--- config.mk ---
export PLATFORM = sky130hd
export DESIGN_NAME = evt_window_counter
export DESIGN_NICKNAME = d
export VERILOG_FILES = /design/src/rtl/evt_window_pkg.sv /design/src/rtl/evt_dim_counter.sv /design/src/rtl/evt_window_counter.sv
export SDC_FILE = /design/constraint.sdc
export NUM_CORES = 1
export LEC_CHECK = 0
export ABC_AREA = 1
export BUFFER_PORTS_ARGS = -buffer_cell sky130_fd_sc_hd__buf_2
export CORE_MARGIN = 2
export CORE_UTILIZATION = 57
export CTS_CLUSTER_SIZE = 8
export DETAILED_ROUTE_END_ITERATION = 10
export PLACE_DENSITY = 0.82
export REMOVE_ABC_BUFFERS = 1
export SLEW_MARGIN = 25
export SYNTH_ARGS = -nofsm -noshare
export SYNTH_HDL_FRONTEND = slang
export SYNTH_HIERARCHICAL = 1
export SYNTH_SLANG_ARGS = --single-unit
--- constraint.sdc ---
create_clock -name clk_i -period 3.2 [get_ports clk_i]
set_input_delay 0.32 -clock clk_i [delete_from_list [all_inputs] [get_ports clk_i]]
set_output_delay 0.32 -clock clk_i [all_outputs]
set_load 0.02 [all_outputs]
--- src/rtl/evt_window_pkg.sv ---
// Shared types and default sizes for the event-window counter slice.
package evt_window_pkg;

  // Scan controller states.
  typedef enum logic [0:0] {
    IDLE = 1'b0,
    RUN  = 1'b1
  } state_e;

  // Default per-dimension counter width (signed, two's complement).
  localparam int unsigned DEF_CNT_WIDTH = 3;
  // Default number of nested dimensions.
  localparam int unsigned DEF_NUM_DIMS  = 2;

endpackage

--- src/rtl/evt_dim_counter.sv ---
// One signed dimension of the window walker: loads its lower bound on init,
// advances by step when it receives a carry, and wraps back to lower (raising
// a carry out) once count+step would pass the upper bound.
module evt_dim_counter
  import evt_window_pkg::*;
#(
  parameter int unsigned CNT_WIDTH = DEF_CNT_WIDTH
) (
  input  logic                        clk_i,
  input  logic                        rst_ni,
  input  logic                        init_i,
  input  logic                        cnt_en_i,
  input  logic signed [CNT_WIDTH-1:0] lower_i,
  input  logic signed [CNT_WIDTH-1:0] upper_i,
  input  logic        [CNT_WIDTH-1:0] step_i,
  output logic signed [CNT_WIDTH-1:0] count_o,
  output logic                        wrap_o,
  output logic                        at_last_o
);

  // The step is unsigned and can reach 2^W-1, so the sum keeps two guard
  // bits; the upper-bound compare is then exact over the whole range.
  localparam int unsigned EW = CNT_WIDTH + 2;

  logic signed [EW-1:0]        sum_s;
  logic signed [EW-1:0]        upper_ext_s;
  logic                        at_last_s;
  logic signed [CNT_WIDTH-1:0] count_d;
  logic signed [CNT_WIDTH-1:0] count_q;

  // Widened candidate value and end-of-range detection.
  always_comb begin
    sum_s       = EW'(count_q) + $signed({2'b00, step_i});
    upper_ext_s = EW'(upper_i);
    at_last_s   = (sum_s > upper_ext_s);
  end

  // Next count: init load, then advance or wrap only on an incoming carry.
  always_comb begin
    count_d = count_q;
    if (init_i) begin
      count_d = lower_i;
    end else if (cnt_en_i) begin
      if (at_last_s) begin
        count_d = lower_i;
      end else begin
        count_d = sum_s[CNT_WIDTH-1:0];
      end
    end else begin
      count_d = count_q;
    end
  end

  // Counter register.
  always_ff @(posedge clk_i or negedge rst_ni) begin
    if (!rst_ni) begin
      count_q <= {CNT_WIDTH{1'b0}};
    end else begin
      count_q <= count_d;
    end
  end

  assign count_o   = count_q;
  assign at_last_o = at_last_s;
  assign wrap_o    = cnt_en_i & at_last_s;

endmodule

--- src/rtl/evt_window_counter.sv ---
// N-dimensional signed window counter: validates and latches the per-dimension
// bounds on start, then issues one offset tuple per valid/ready transfer with
// dim 0 innermost, ending each scan with a done pulse.
module evt_window_counter
  import evt_window_pkg::*;
#(
  parameter int unsigned CNT_WIDTH = DEF_CNT_WIDTH,
  parameter int unsigned NUM_DIMS  = DEF_NUM_DIMS
) (
  input  logic                          clk_i,
  input  logic                          rst_ni,
  input  logic                          clear_i,
  input  logic                          start_i,
  input  logic [NUM_DIMS*CNT_WIDTH-1:0] cfg_lower_i,
  input  logic [NUM_DIMS*CNT_WIDTH-1:0] cfg_upper_i,
  input  logic [NUM_DIMS*CNT_WIDTH-1:0] cfg_step_i,
  output logic                          valid_o,
  input  logic                          ready_i,
  output logic [NUM_DIMS*CNT_WIDTH-1:0] count_o,
  output logic                          last_o,
  output logic                          busy_o,
  output logic                          done_o,
  output logic                          err_o
);

  localparam int unsigned VW = NUM_DIMS * CNT_WIDTH;

  state_e          state_q, state_d;
  logic [VW-1:0]   lower_q, lower_d;
  logic [VW-1:0]   upper_q, upper_d;
  logic [VW-1:0]   step_q,  step_d;
  logic            done_q,  done_d;
  logic            err_q,   err_d;

  logic            cfg_ok_s;
  logic            start_ok_s;
  logic            xfer_s;
  logic            final_xfer_s;
  logic [VW-1:0]   lower_sel_s;
  logic [VW-1:0]   upper_sel_s;
  logic [VW-1:0]   step_sel_s;
  logic [NUM_DIMS-1:0] at_last_s;

  // A configuration is usable only if every dimension has lower<=upper and a nonzero step.
  always_comb begin
    cfg_ok_s = 1'b1;
    for (int unsigned d = 0; d < NUM_DIMS; d++) begin
      if (($signed(cfg_lower_i[d*CNT_WIDTH +: CNT_WIDTH]) >
           $signed(cfg_upper_i[d*CNT_WIDTH +: CNT_WIDTH])) ||
          (cfg_step_i[d*CNT_WIDTH +: CNT_WIDTH] == {CNT_WIDTH{1'b0}})) begin
        cfg_ok_s = 1'b0;
      end else begin
        cfg_ok_s = cfg_ok_s;
      end
    end
  end

  // Handshake qualifiers; in IDLE the counters see the live config so the
  // init load picks up the bounds being latched in the same cycle.
  always_comb begin
    start_ok_s = (state_q == IDLE) & start_i & ~clear_i & cfg_ok_s;
    xfer_s     = (state_q == RUN) & ready_i & ~clear_i;
    if (state_q == IDLE) begin
      lower_sel_s = cfg_lower_i;
      upper_sel_s = cfg_upper_i;
      step_sel_s  = cfg_step_i;
    end else begin
      lower_sel_s = lower_q;
      upper_sel_s = upper_q;
      step_sel_s  = step_q;
    end
  end

  // Per-dimension counters with a ripple carry: dim 0 steps on every
  // transfer, dim d+1 steps when dim d wraps.
  for (genvar d = 0; d < NUM_DIMS; d++) begin : g_dim
    logic cnt_en_s;
    logic wrap_s;

    if (d == 0) begin : g_first
      assign cnt_en_s = xfer_s;
    end else begin : g_chain
      assign cnt_en_s = g_dim[d-1].wrap_s;
    end

    evt_dim_counter #(
      .CNT_WIDTH (CNT_WIDTH)
    ) u_dim (
      .clk_i     (clk_i),
      .rst_ni    (rst_ni),
      .init_i    (start_ok_s),
      .cnt_en_i  (cnt_en_s),
      .lower_i   (lower_sel_s[d*CNT_WIDTH +: CNT_WIDTH]),
      .upper_i   (upper_sel_s[d*CNT_WIDTH +: CNT_WIDTH]),
      .step_i    (step_sel_s[d*CNT_WIDTH +: CNT_WIDTH]),
      .count_o   (count_o[d*CNT_WIDTH +: CNT_WIDTH]),
      .wrap_o    (wrap_s),
      .at_last_o (at_last_s[d])
    );
  end

  // The carry out of the outermost dimension is exactly the final transfer.
  assign final_xfer_s = g_dim[NUM_DIMS-1].wrap_s;

  // Next-state, config latch and pulse logic; clear_i overrides everything.
  always_comb begin
    state_d = state_q;
    lower_d = lower_q;
    upper_d = upper_q;
    step_d  = step_q;
    done_d  = 1'b0;
    err_d   = 1'b0;
    if (clear_i) begin
      state_d = IDLE;
    end else begin
      case (state_q)
        IDLE: begin
          if (start_i) begin
            if (cfg_ok_s) begin
              state_d = RUN;
              lower_d = cfg_lower_i;
              upper_d = cfg_upper_i;
              step_d  = cfg_step_i;
            end else begin
              err_d   = 1'b1;
            end
          end else begin
            state_d = IDLE;
          end
        end
        RUN: begin
          if (final_xfer_s) begin
            state_d = IDLE;
            done_d  = 1'b1;
          end else begin
            state_d = RUN;
          end
        end
        default: begin
          state_d = IDLE;
        end
      endcase
    end
  end

  // Controller state, latched configuration and registered pulses.
  always_ff @(posedge clk_i or negedge rst_ni) begin
    if (!rst_ni) begin
      state_q <= IDLE;
      lower_q <= {VW{1'b0}};
      upper_q <= {VW{1'b0}};
      step_q  <= {VW{1'b0}};
      done_q  <= 1'b0;
      err_q   <= 1'b0;
    end else begin
      state_q <= state_d;
      lower_q <= lower_d;
      upper_q <= upper_d;
      step_q  <= step_d;
      done_q  <= done_d;
      err_q   <= err_d;
    end
  end

  assign valid_o = (state_q == RUN);
  assign busy_o  = (state_q == RUN);
  assign last_o  = (state_q == RUN) & (&at_last_s);
  assign done_o  = done_q;
  assign err_o   = err_q;

endmodule

==> impl_metrics.env <==
export IMPL_status="complete, but fails checks"
export IMPL_violations="negative setup slack"
export IMPL_rows=22
export IMPL_power_leakage_nw=1.57
export IMPL_synth_seq_cells=27
export IMPL_critical_path_class="flip-flop to output port"
export IMPL_dieArea_sq_um=4410
export IMPL_start_kind="flip-flop"
export IMPL_max_freq_mhz=301
export IMPL_grt_pass1_wl_um=8490
export IMPL_numCtsBuffers=3
export IMPL_hold_viol=0
export IMPL_clockBufferDepth=2
export IMPL_fin_crit_sh_pct=104
export IMPL_vias=2160
export IMPL_htreeDepth=1
export IMPL_ant_nets=0
export IMPL_p_per_area_nw_per_um2=855
export IMPL_p_total_mw=2.31
export IMPL_areaGrowthSynthToFinish_pct=21.8
export IMPL_reg2reg_from="busy_o"
export IMPL_setup_viol=1
export IMPL_die_w_um=66.4
export IMPL_finalNonFillerCells=413
export IMPL_place_gp_congestion=0.856
export IMPL_r2r_cells=19
export IMPL_start_util_pct=59.7
export IMPL_drt_total_wl_um=5680
export IMPL_cts_tree="yes"
export IMPL_cts_sinks=27
export IMPL_numPortBuffers=33
export IMPL_drv_slew=0
export IMPL_cp_end_kind="output port"
export IMPL_yosysWarnings=6
export IMPL_tightest_slew_ns=0.606
export IMPL_worst_path_max_fanout=6
export IMPL_reg2reg_slack_ns=0.11
export IMPL_rsz0062_at_grt="yes"
export IMPL_synth_seq_area_share_pct=30.4
export IMPL_drv_cap=0
export IMPL_peakVddDrop_mv=0.465
export IMPL_num_fill_cells=289
export IMPL_pre_cts_slack_ns=-0.00568
export IMPL_r2r_end="busy_o"
export IMPL_fin_setup_tns_ns=-0.126
export IMPL_holdBufCountCts=0
export IMPL_hold_path_class="input port to async pin"
export IMPL_utilization_pct=72.8
export IMPL_fin_ws_ns=-0.126
export IMPL_worstPathArrival_ns=3.01
export IMPL_grt_max_degree=28
export IMPL_slew_limit_headroom_pct=59.6
export IMPL_drc=0
export IMPL_track_usage_pct=25.4
export IMPL_antenna_found_initial=0
export IMPL_cp_required_ns=2.88
export IMPL_firstDrtPassIters=5
export IMPL_placed_cells=399
export IMPL_grt_pass1_vias=1994
export IMPL_clk_pin_slew_worst_paths_ns=0.11
export IMPL_n_antenna_cell=0
export IMPL_vias_per_cell=5.23
export IMPL_fin_skew_ns=0.0103
export IMPL_synth_cell_type_count=21
export IMPL_detail_route_wl_per_cell_um=13.8
export IMPL_drive_above_1_share_pct=26.8
export IMPL_core_area_sq_um=3720
export IMPL_drt_initial_drc_count=113
export IMPL_ios=34
export IMPL_min_period_ns=3.33
export IMPL_dp_hpwl_um=3710
export IMPL_synth_avg_cell_area_sq_um=6.96
export IMPL_nets=415
export IMPL_synth_cell_area_sq_um=2220
export IMPL_grt_overflow_total=0
export IMPL_clk_latency_ns=0.29
export IMPL_root_buffer="clkbuf_8"
export IMPL_netlist_instances=319
export IMPL_chipHeight_um=66.4
-- stage by stage --
| stage | hold WS [ns] | cell area, sq um |
|---|---|---|
| finish | 0.0194 | 2700 |
| global route | 0.0563 | 2700 |
| CTS | 0.0467 | 2590 |
| global placement | 0.367 | 2440 |
| detailed placement | 0.367 | 2440 |
| floorplan | 0.0244 | 2160 |
-- what timing repair did --
action                                  CTS  global route
gates resized for setup                  19            24
pin swaps                                15            28
buffers inserted                          8             2
endpoints found under the setup margin    1             6
-- cells in the final DEF (no fill, tap or decap), drive strengths merged, types with 4 or more instances in the layout --
cell / synthesis / layout
a21oi: 9 / 9
buf: 5 / 50
dfrtp: 27 / 27
ha: 24 / 24
inv: 54 / 55
nand2: 119 / 119
nand3: 36 / 36
nor2: 20 / 20
o21ai: 12 / 12
xnor2: 4 / 4
-- cell families (layout without fill, tap and decap cells) --
logic type               Yosys count  in the layout  share of synthesized area (%)
XOR/XNOR                           6              6                           2.37
adder cells (fa/ha/maj)           26             26                           15.3
flip-flops                        27             27                           30.4
AND/OR/NAND/NOR                  177            177                           35.5
buffers and inverters             62            108                           11.7
AO/OA/AOI/OAI                     21             21                           4.74
-- synthesized netlist by cell type --
library cell	number	area share [%]
nand2_1	110	19
inv_1	52	8.8
nand3_1	34	7.7
dfrtp_1	27	30
ha_1	24	14
nor2_1	16	2.7
o21ai_0	12	2.7
a21oi_1	9	2.0
nand2_4	5	2.5
nand2_2	4	1.1
xnor2_1	4	1.6
buf_4	3	1.0
clkbuf_1	3	0.51
nor2_2	3	0.85
buf_6	2	1.0
fa_1	2	1.8
inv_2	2	0.34
nand3_2	2	0.90
nand4_1	2	0.56
xor2_1	2	0.79
nor2_4	1	0.51
-- report_power, final --
group          internal (mW)  leakage (nW)  switching (mW)
sequential             0.469         0.342           0.118
clock                 0.0920        0.0261           0.128
combinational          0.636          1.20           0.869
-- worst max-delay path by stage --
stage,slack [ns],cells past startpoint,end,start
after global placement,0.12,19,last_o,busy_o
after CTS,-0.12,18,last_o,busy_o
after floorplan,-0.38,16,last_o,busy_o
final,-0.13,19,last_o,busy_o
after detailed placement,-0.006,18,last_o,busy_o
after global routing,-0.31,18,last_o,busy_o
-- worst max-delay path, cell delays in order, from the launching register on --
cell and delay, ns:
dfrtp_2 0.46, buf_6 0.15, buf_6 0.12, nand2_4 0.06, o21ai_4 0.06, fa_2 0.39, xor2_1 0.22, inv_1 0.07
ha_1 0.29, nand2_1 0.07, nor2_2 0.14, nand2_1 0.11, nand3_1 0.08, nand2_1 0.06, nand2_2 0.07, nand2_4 0.04
inv_1 0.04, nand2_1 0.04, nor2_1 0.09, buf_4 0.15
-- routing by layer --
layer / vias to the layer above / global-route usage (%) / share of wire, %
met5: - / 0 / 0
met4: 0 / 7.40 / 2.7
met3: 15 / 5.45 / 5.1
met2: 71 / 44.0 / 50
met1: 998 / 31.7 / 42
li1: 1076 / - / -
-- registers in the layout, indices dropped and copies added, names as in the netlist --
signal               flops
err_o                    1
g_dim.u_dim/count_o      6
done_o                   1
step_q                   6
upper_q                  6
lower_q                  6
busy_o                   1
-- area by class of cell --
type | instances | area, sq um | area share (%)
multi-input cells | 230 | 1410 | 52.2
inverters | 54 | 203 | 7.50
flip-flops and latches | 27 | 677 | 25.0
well taps | 48 | 60.1 | 2.22
clock buffers | 3 | 41.3 | 1.53
clock inverters | 1 | 8.76 | 0.324
repair buffers | 50 | 303 | 11.2
Power figures use the tool's default switching activity.
